===== src/rtl/soc_fnd_display.sv =====
// soc_fnd_display: latch the EKF SOC float, convert it to percent 0..99 and drive two 7-segment digits
// Optional feature: define SOC_DISP_BLANK_LEAD_EN to blank the tens digit when the percent is below 10.
module soc_fnd_display #(
    parameter int FLT_W   = 24,
    parameter int EXP_W   = 8,
    parameter int MAN_W   = 15,
    parameter int PCT_MAX = 99
) (
    input  logic             clk,
    input  logic             n_rst,
    input  logic [FLT_W-1:0] soc_in,
    input  logic             soc_valid,
    input  logic             hold,
    output logic [6:0]       pct,
    output logic             sat,
    output logic             busy,
    output logic             disp_valid,
    output logic [6:0]       fnd_out_10,
    output logic [6:0]       fnd_out_1
);
    localparam int PW = MAN_W + 8;
    localparam logic [EXP_W-1:0] BIAS = EXP_W'((1 << (EXP_W - 1)) - 1);
    localparam logic [EXP_W-1:0] SHB  = EXP_W'(int'(BIAS) + MAN_W);
    localparam logic [EXP_W-1:0] EMIN = BIAS - EXP_W'(7);
    localparam logic [6:0] PMAX = 7'(PCT_MAX);

    typedef enum logic [2:0] {IDLE, MUL, NORM, BCD, UPD} state_t;

    state_t           state, state_nx;
    logic [FLT_W-1:0] work, pend_val;
    logic             pend;
    logic [PW-1:0]    prod, p_wide;
    logic [EXP_W-1:0] ex;
    logic             sign;
    logic [6:0]       p_norm, p_reg, sh;
    logic             sat_norm, sat_reg;
    logic [7:0]       bcd, bcd_nx;
    logic [3:0]       adj_t, adj_o;
    logic [2:0]       cnt;

    function automatic logic [6:0] seg7(input logic [3:0] d);
        case (d)
            4'd0: return 7'h40;
            4'd1: return 7'h79;
            4'd2: return 7'h24;
            4'd3: return 7'h30;
            4'd4: return 7'h19;
            4'd5: return 7'h12;
            4'd6: return 7'h02;
            4'd7: return 7'h78;
            4'd8: return 7'h00;
            4'd9: return 7'h10;
            default: return 7'h7f;
        endcase
    endfunction

    assign sign   = work[FLT_W-1];
    assign ex     = work[FLT_W-2 -: EXP_W];
    assign p_wide = prod >> (SHB - ex);
    assign busy   = (state != IDLE);

    // Percent selection: zero/negative/tiny values give 0, values >= 1.0 saturate, else floor of scaled product
    always_comb begin
        sat_norm = sign || (ex >= BIAS);
        p_norm   = (sign || ex == '0 || ex < EMIN) ? 7'd0 :
                   (ex >= BIAS || p_wide > PW'(PMAX)) ? PMAX : p_wide[6:0];
    end

    // One double-dabble step: add 3 to nibbles >= 5, then shift the next percent bit in
    always_comb begin
        adj_t  = (bcd[7:4] >= 4'd5) ? bcd[7:4] + 4'd3 : bcd[7:4];
        adj_o  = (bcd[3:0] >= 4'd5) ? bcd[3:0] + 4'd3 : bcd[3:0];
        bcd_nx = {adj_t[2:0], adj_o, sh[6]};
    end

    // Next-state logic; a sample arriving during UPD or waiting in pending restarts at MUL
    always_comb begin
        state_nx = state;
        case (state)
            IDLE:    state_nx = soc_valid ? MUL : IDLE;
            MUL:     state_nx = NORM;
            NORM:    state_nx = BCD;
            BCD:     state_nx = (cnt == 3'd6) ? UPD : BCD;
            UPD:     state_nx = (pend || soc_valid) ? MUL : IDLE;
            default: state_nx = IDLE;
        endcase
    end

    // State register
    always_ff @(posedge clk or negedge n_rst) begin
        if (!n_rst) state <= IDLE;
        else        state <= state_nx;
    end

    // Datapath, pending slot and display registers; results publish on entry to UPD
    always_ff @(posedge clk or negedge n_rst) begin
        if (!n_rst) begin
            work       <= '0;
            pend_val   <= '0;
            pend       <= 1'b0;
            prod       <= '0;
            p_reg      <= '0;
            sat_reg    <= 1'b0;
            sh         <= '0;
            bcd        <= '0;
            cnt        <= '0;
            pct        <= '0;
            sat        <= 1'b0;
            disp_valid <= 1'b0;
            fnd_out_10 <= 7'h40;
            fnd_out_1  <= 7'h40;
        end else begin
            disp_valid <= 1'b0;
            if (soc_valid && state != IDLE) begin
                pend_val <= soc_in;
                pend     <= 1'b1;
            end
            case (state)
                IDLE: if (soc_valid) work <= soc_in;
                MUL:  prod <= PW'({1'b1, work[MAN_W-1:0]}) * PW'(100);
                NORM: begin
                    p_reg   <= p_norm;
                    sat_reg <= sat_norm;
                    sh      <= p_norm;
                    bcd     <= '0;
                    cnt     <= '0;
                end
                BCD: begin
                    bcd <= bcd_nx;
                    sh  <= {sh[5:0], 1'b0};
                    cnt <= cnt + 3'd1;
                    if (cnt == 3'd6) begin
                        pct        <= p_reg;
                        sat        <= sat_reg;
                        disp_valid <= 1'b1;
                        if (!hold) begin
`ifdef SOC_DISP_BLANK_LEAD_EN
                            fnd_out_10 <= (p_reg < 7'd10) ? 7'h7f : seg7(bcd_nx[7:4]);
`else
                            fnd_out_10 <= seg7(bcd_nx[7:4]);
`endif
                            fnd_out_1  <= seg7(bcd_nx[3:0]);
                        end
                    end
                end
                UPD: begin
                    if (soc_valid) begin
                        work <= soc_in;
                        pend <= 1'b0;
                    end else if (pend) begin
                        work <= pend_val;
                        pend <= 1'b0;
                    end
                end
                default: ;
            endcase
        end
    end
endmodule

===== config.mk =====
export PLATFORM = sky130hd
export DESIGN_NAME = soc_fnd_display
export DESIGN_NICKNAME = d
export VERILOG_FILES = /design/src/rtl/soc_fnd_display.sv
export SDC_FILE = /design/constraint.sdc
export NUM_CORES = 1
export LEC_CHECK = 0
export CAP_MARGIN = 30
export CELL_PAD_IN_SITES_DETAIL_PLACEMENT = 1
export CELL_PAD_IN_SITES_GLOBAL_PLACEMENT = 1
export CORE_UTILIZATION = 42
export CTS_BUF_LIST = sky130_fd_sc_hd__clkbuf_4 sky130_fd_sc_hd__clkbuf_8 sky130_fd_sc_hd__clkbuf_16
export DETAILED_ROUTE_END_ITERATION = 10
export PLACE_DENSITY = 0.76
export RECOVER_POWER = 50
export SKIP_CTS_REPAIR_TIMING = 1
export SLEW_MARGIN = 20
export SYNTH_ARGS = -nofsm -noshare
export SYNTH_HDL_FRONTEND = slang
export SYNTH_SLANG_ARGS = --single-unit

===== constraint.sdc =====
create_clock -name clk -period 3.6 [get_ports clk]
set_clock_uncertainty 0.1 [all_clocks]
set_input_delay 0.36 -clock clk [delete_from_list [all_inputs] [get_ports clk]]
set_output_delay 0.36 -clock clk [all_outputs]
set_load 0.005 [all_outputs]

==> metrics.txt, run 1 <==
vias in the first global route=7093; largest net degree at the start of global routing=71; YS warnings=0; CORE AREA=19000 um^2; top flop regs=pend_val: 24 flops, work: 24 flops, prod: 21 flops; share of cells above drive strength 1=0.167; Hold Crit Start=fnd_out_10[5]; CTS buffer count=17; chip height=around 140 um; Synth Cell Area=8220 um^2; Hold Path Depth=2; Worst-Skew Late Latency=430 ps; Final Setup Violations=2; number of synthesized flops with an enable pin=0; Die ar.=20100 um^2; IO Count=52; DR WL/cell=17.6 um; status=finished with violations; number of distinct library cells after synthesis=63; Final min period=3770 ps; R2R depth=14; Die Width=142 um; Crit Path Max Fanout=4; dpl cell area=between 9000 and 10000 um^2; clk root buf=clkbuf_16; initial antenna violation count=0; sequential cell area=3060 um^2; Worst-Margin Slew=2130 ps; Sink Count=122; Avg Cell Area, Syn=9.29 um^2; total nets after synthesis=991; final hold vios=0; total routed wirelength=21700 um; Async SR Flop Fraction=1.00; VDD IR-drop max=0.323 mV; Clk pin slew, worst setup/hold paths=roughly 60 ps; first-pass GRT wire length=35400 um; # rows=50; pre-CTS setup slack=-221 ps; Crit Reg-Reg Startpoint=work[2]; Setup crit end kind=flop; Detail Placement HPWL=between 10000 and 15000 um; Starting Density=0.433; Leak Pwr=4.76 nW; Max Clock Freq=265 MHz; vias=6673; CTS tree=done; Design Area, Final=10100 um^2; Arrival @ worst endpoint=3950 ps; RSZ-0062 raised after global routing=yes; gpl congestion=0.801; # port buffers=51; Post-DRT Antenna Nets=0; multi-input logic area=slightly below 5000 um^2; crit path kind=reg2reg; critical path launch point=work[2]; Synth Instances=884; Slew Limit Fails=50; Layout Cells excl Fill=between 1000 and 1500; grt total ovfl=0; pwr dens=684 nW/um^2; prevailing post-synth register cell=dfrtp_1; Clock Tree Buf Depth=2; Nets=roughly 1100; Syn-to-layout area delta=22.5%; Critical Path Start Type=flop; GRT Resource Usage Total=0.224; failing checks=max-capacitance violations, max-slew violations, negative setup slack; Max-Cap Viols=1; Avg Vias per Cell=between 5 and 6; final worst-path cycle share=1.05; Relative slew margins=-0.422; htree depth=4; Residual DRC=0; Synth Register Bits=122; Seq/Total Area, Yosys=0.372; hold crit path type=reg2reg; # fillers=about 2100; fin worst setup slack=-169 ps; worst path required time=about 3800 ps; Detailed Routing Iterations Pass 1=4; DR iter-0 viols=roughly 210; placed insts=1197; Antenna Cells=0; commonest non-fill, non-tap cell in the layout=nand2_1; commonest cells after routing, fill and taps aside=nand2_1 (120), dfrtp_1 (119), ha_1 (64)
Yosys cell counts, types with 8 or more instances:
library cell,n,area share
dfrtp_1,120,0.37
nand2_1,120,0.055
ha_1,69,0.11
inv_1,68,0.031
nor2_1,65,0.030
o21ai_0,60,0.037
mux2i_1,56,0.068
a21oi_1,54,0.033
mux2_2,44,0.060
nand3_1,24,0.015
clkbuf_1,23,0.011
nor3_1,19,0.012
fa_1,10,0.024
xor2_1,10,0.011
xnor2_1,9,0.0096
nand2b_1,8,0.0061
o31ai_1,8,0.0073
path summary, 6_finish.rpt:
check | to | slack [ps]
min in group asynchronous | pct[3] | 690
setup / recovery | prod[21] | -170
hold / removal | fnd_out_10[5] | 370
hold reg to reg | fnd_out_10[5] | 370
max in group asynchronous | work[3] | 910
setup reg to reg | prod[21] | -170
stage by stage:
step	power (mW)	hold WS [ps]	setup TNS, ps	util
5_1_grt	7.36	411	-611	0.531
2_1_floorplan	3.75	-35.6	0	-
6_report	6.88	370	-216	0.531
3_5_place_dp	4.66	365	-438	0.487
4_1_cts	6.76	-91.5	-807	0.523
3_3_place_gp	4.56	358	-270	0.487
metal layers:
layer	part of all wire	up-vias	global-route usage	routed length, um
met3	0.020	39	0.0391	441
li1	-	3237	-	-
met5	0	-	0	0
met2	0.54	73	0.416	11700
met4	0.024	0	0.0905	529
met1	0.42	3324	0.254	9040
cell families after synthesis:
| kind of cell | Yosys count | share of synthesized area |
|---|---|---|
| buffers and inverters | 105 | 0.0507 |
| DFF | 122 | 0.372 |
| and+or+nand+nor | 264 | 0.141 |
| AOI/OAI and AO/OA | 187 | 0.137 |
| adders and majority gates | 79 | 0.129 |
| xor gates and xnor gates | 22 | 0.0262 |
| muxes | 105 | 0.143 |
where the power goes:
part	switching [mW]	internal (mW)	total [mW]
logic	1.62	1.37	2.99
registers	0.243	1.63	1.87
clock network	0.701	1.31	2.01
area by class of cell:
cell class / instances / share of cell area
Clock buffer: 17 / 0.0423
Inverter: 68 / 0.0254
Timing Repair Buffer: 97 / 0.0857
Sequential cell: 122 / 0.304
Tap cell: 260 / 0.0323
Multi-Input combinational cell: 657 / 0.485
Clock inverter: 15 / 0.0256
critical path, stage by stage (launching register included):
cell       delay [ps]
dfrtp_1           470
ha_4              320
ha_1              190
inv_2              50
fa_1              510
inv_2              50
ha_4              210
o21a_1            230
a2111oi_4         410
o31ai_2           140
o211a_1           230
or3_4             330
a21oi_2           150
xor2_1            160
o21ai_1            70
(Power assumes the default switching activity.)
==> inputs of run 2 (changes only) <==
--- a/config.mk
+++ b/config.mk
@@ -14,7 +14,6 @@
 export PLACE_DENSITY = 0.76
 export RECOVER_POWER = 50
 export SKIP_CTS_REPAIR_TIMING = 1
-export SLEW_MARGIN = 20
 export SYNTH_ARGS = -nofsm -noshare
 export SYNTH_HDL_FRONTEND = slang
 export SYNTH_SLANG_ARGS = --single-unit
==> results of run 2 <==
No change in the layout: final DEF, timing and power equal those of run 1.
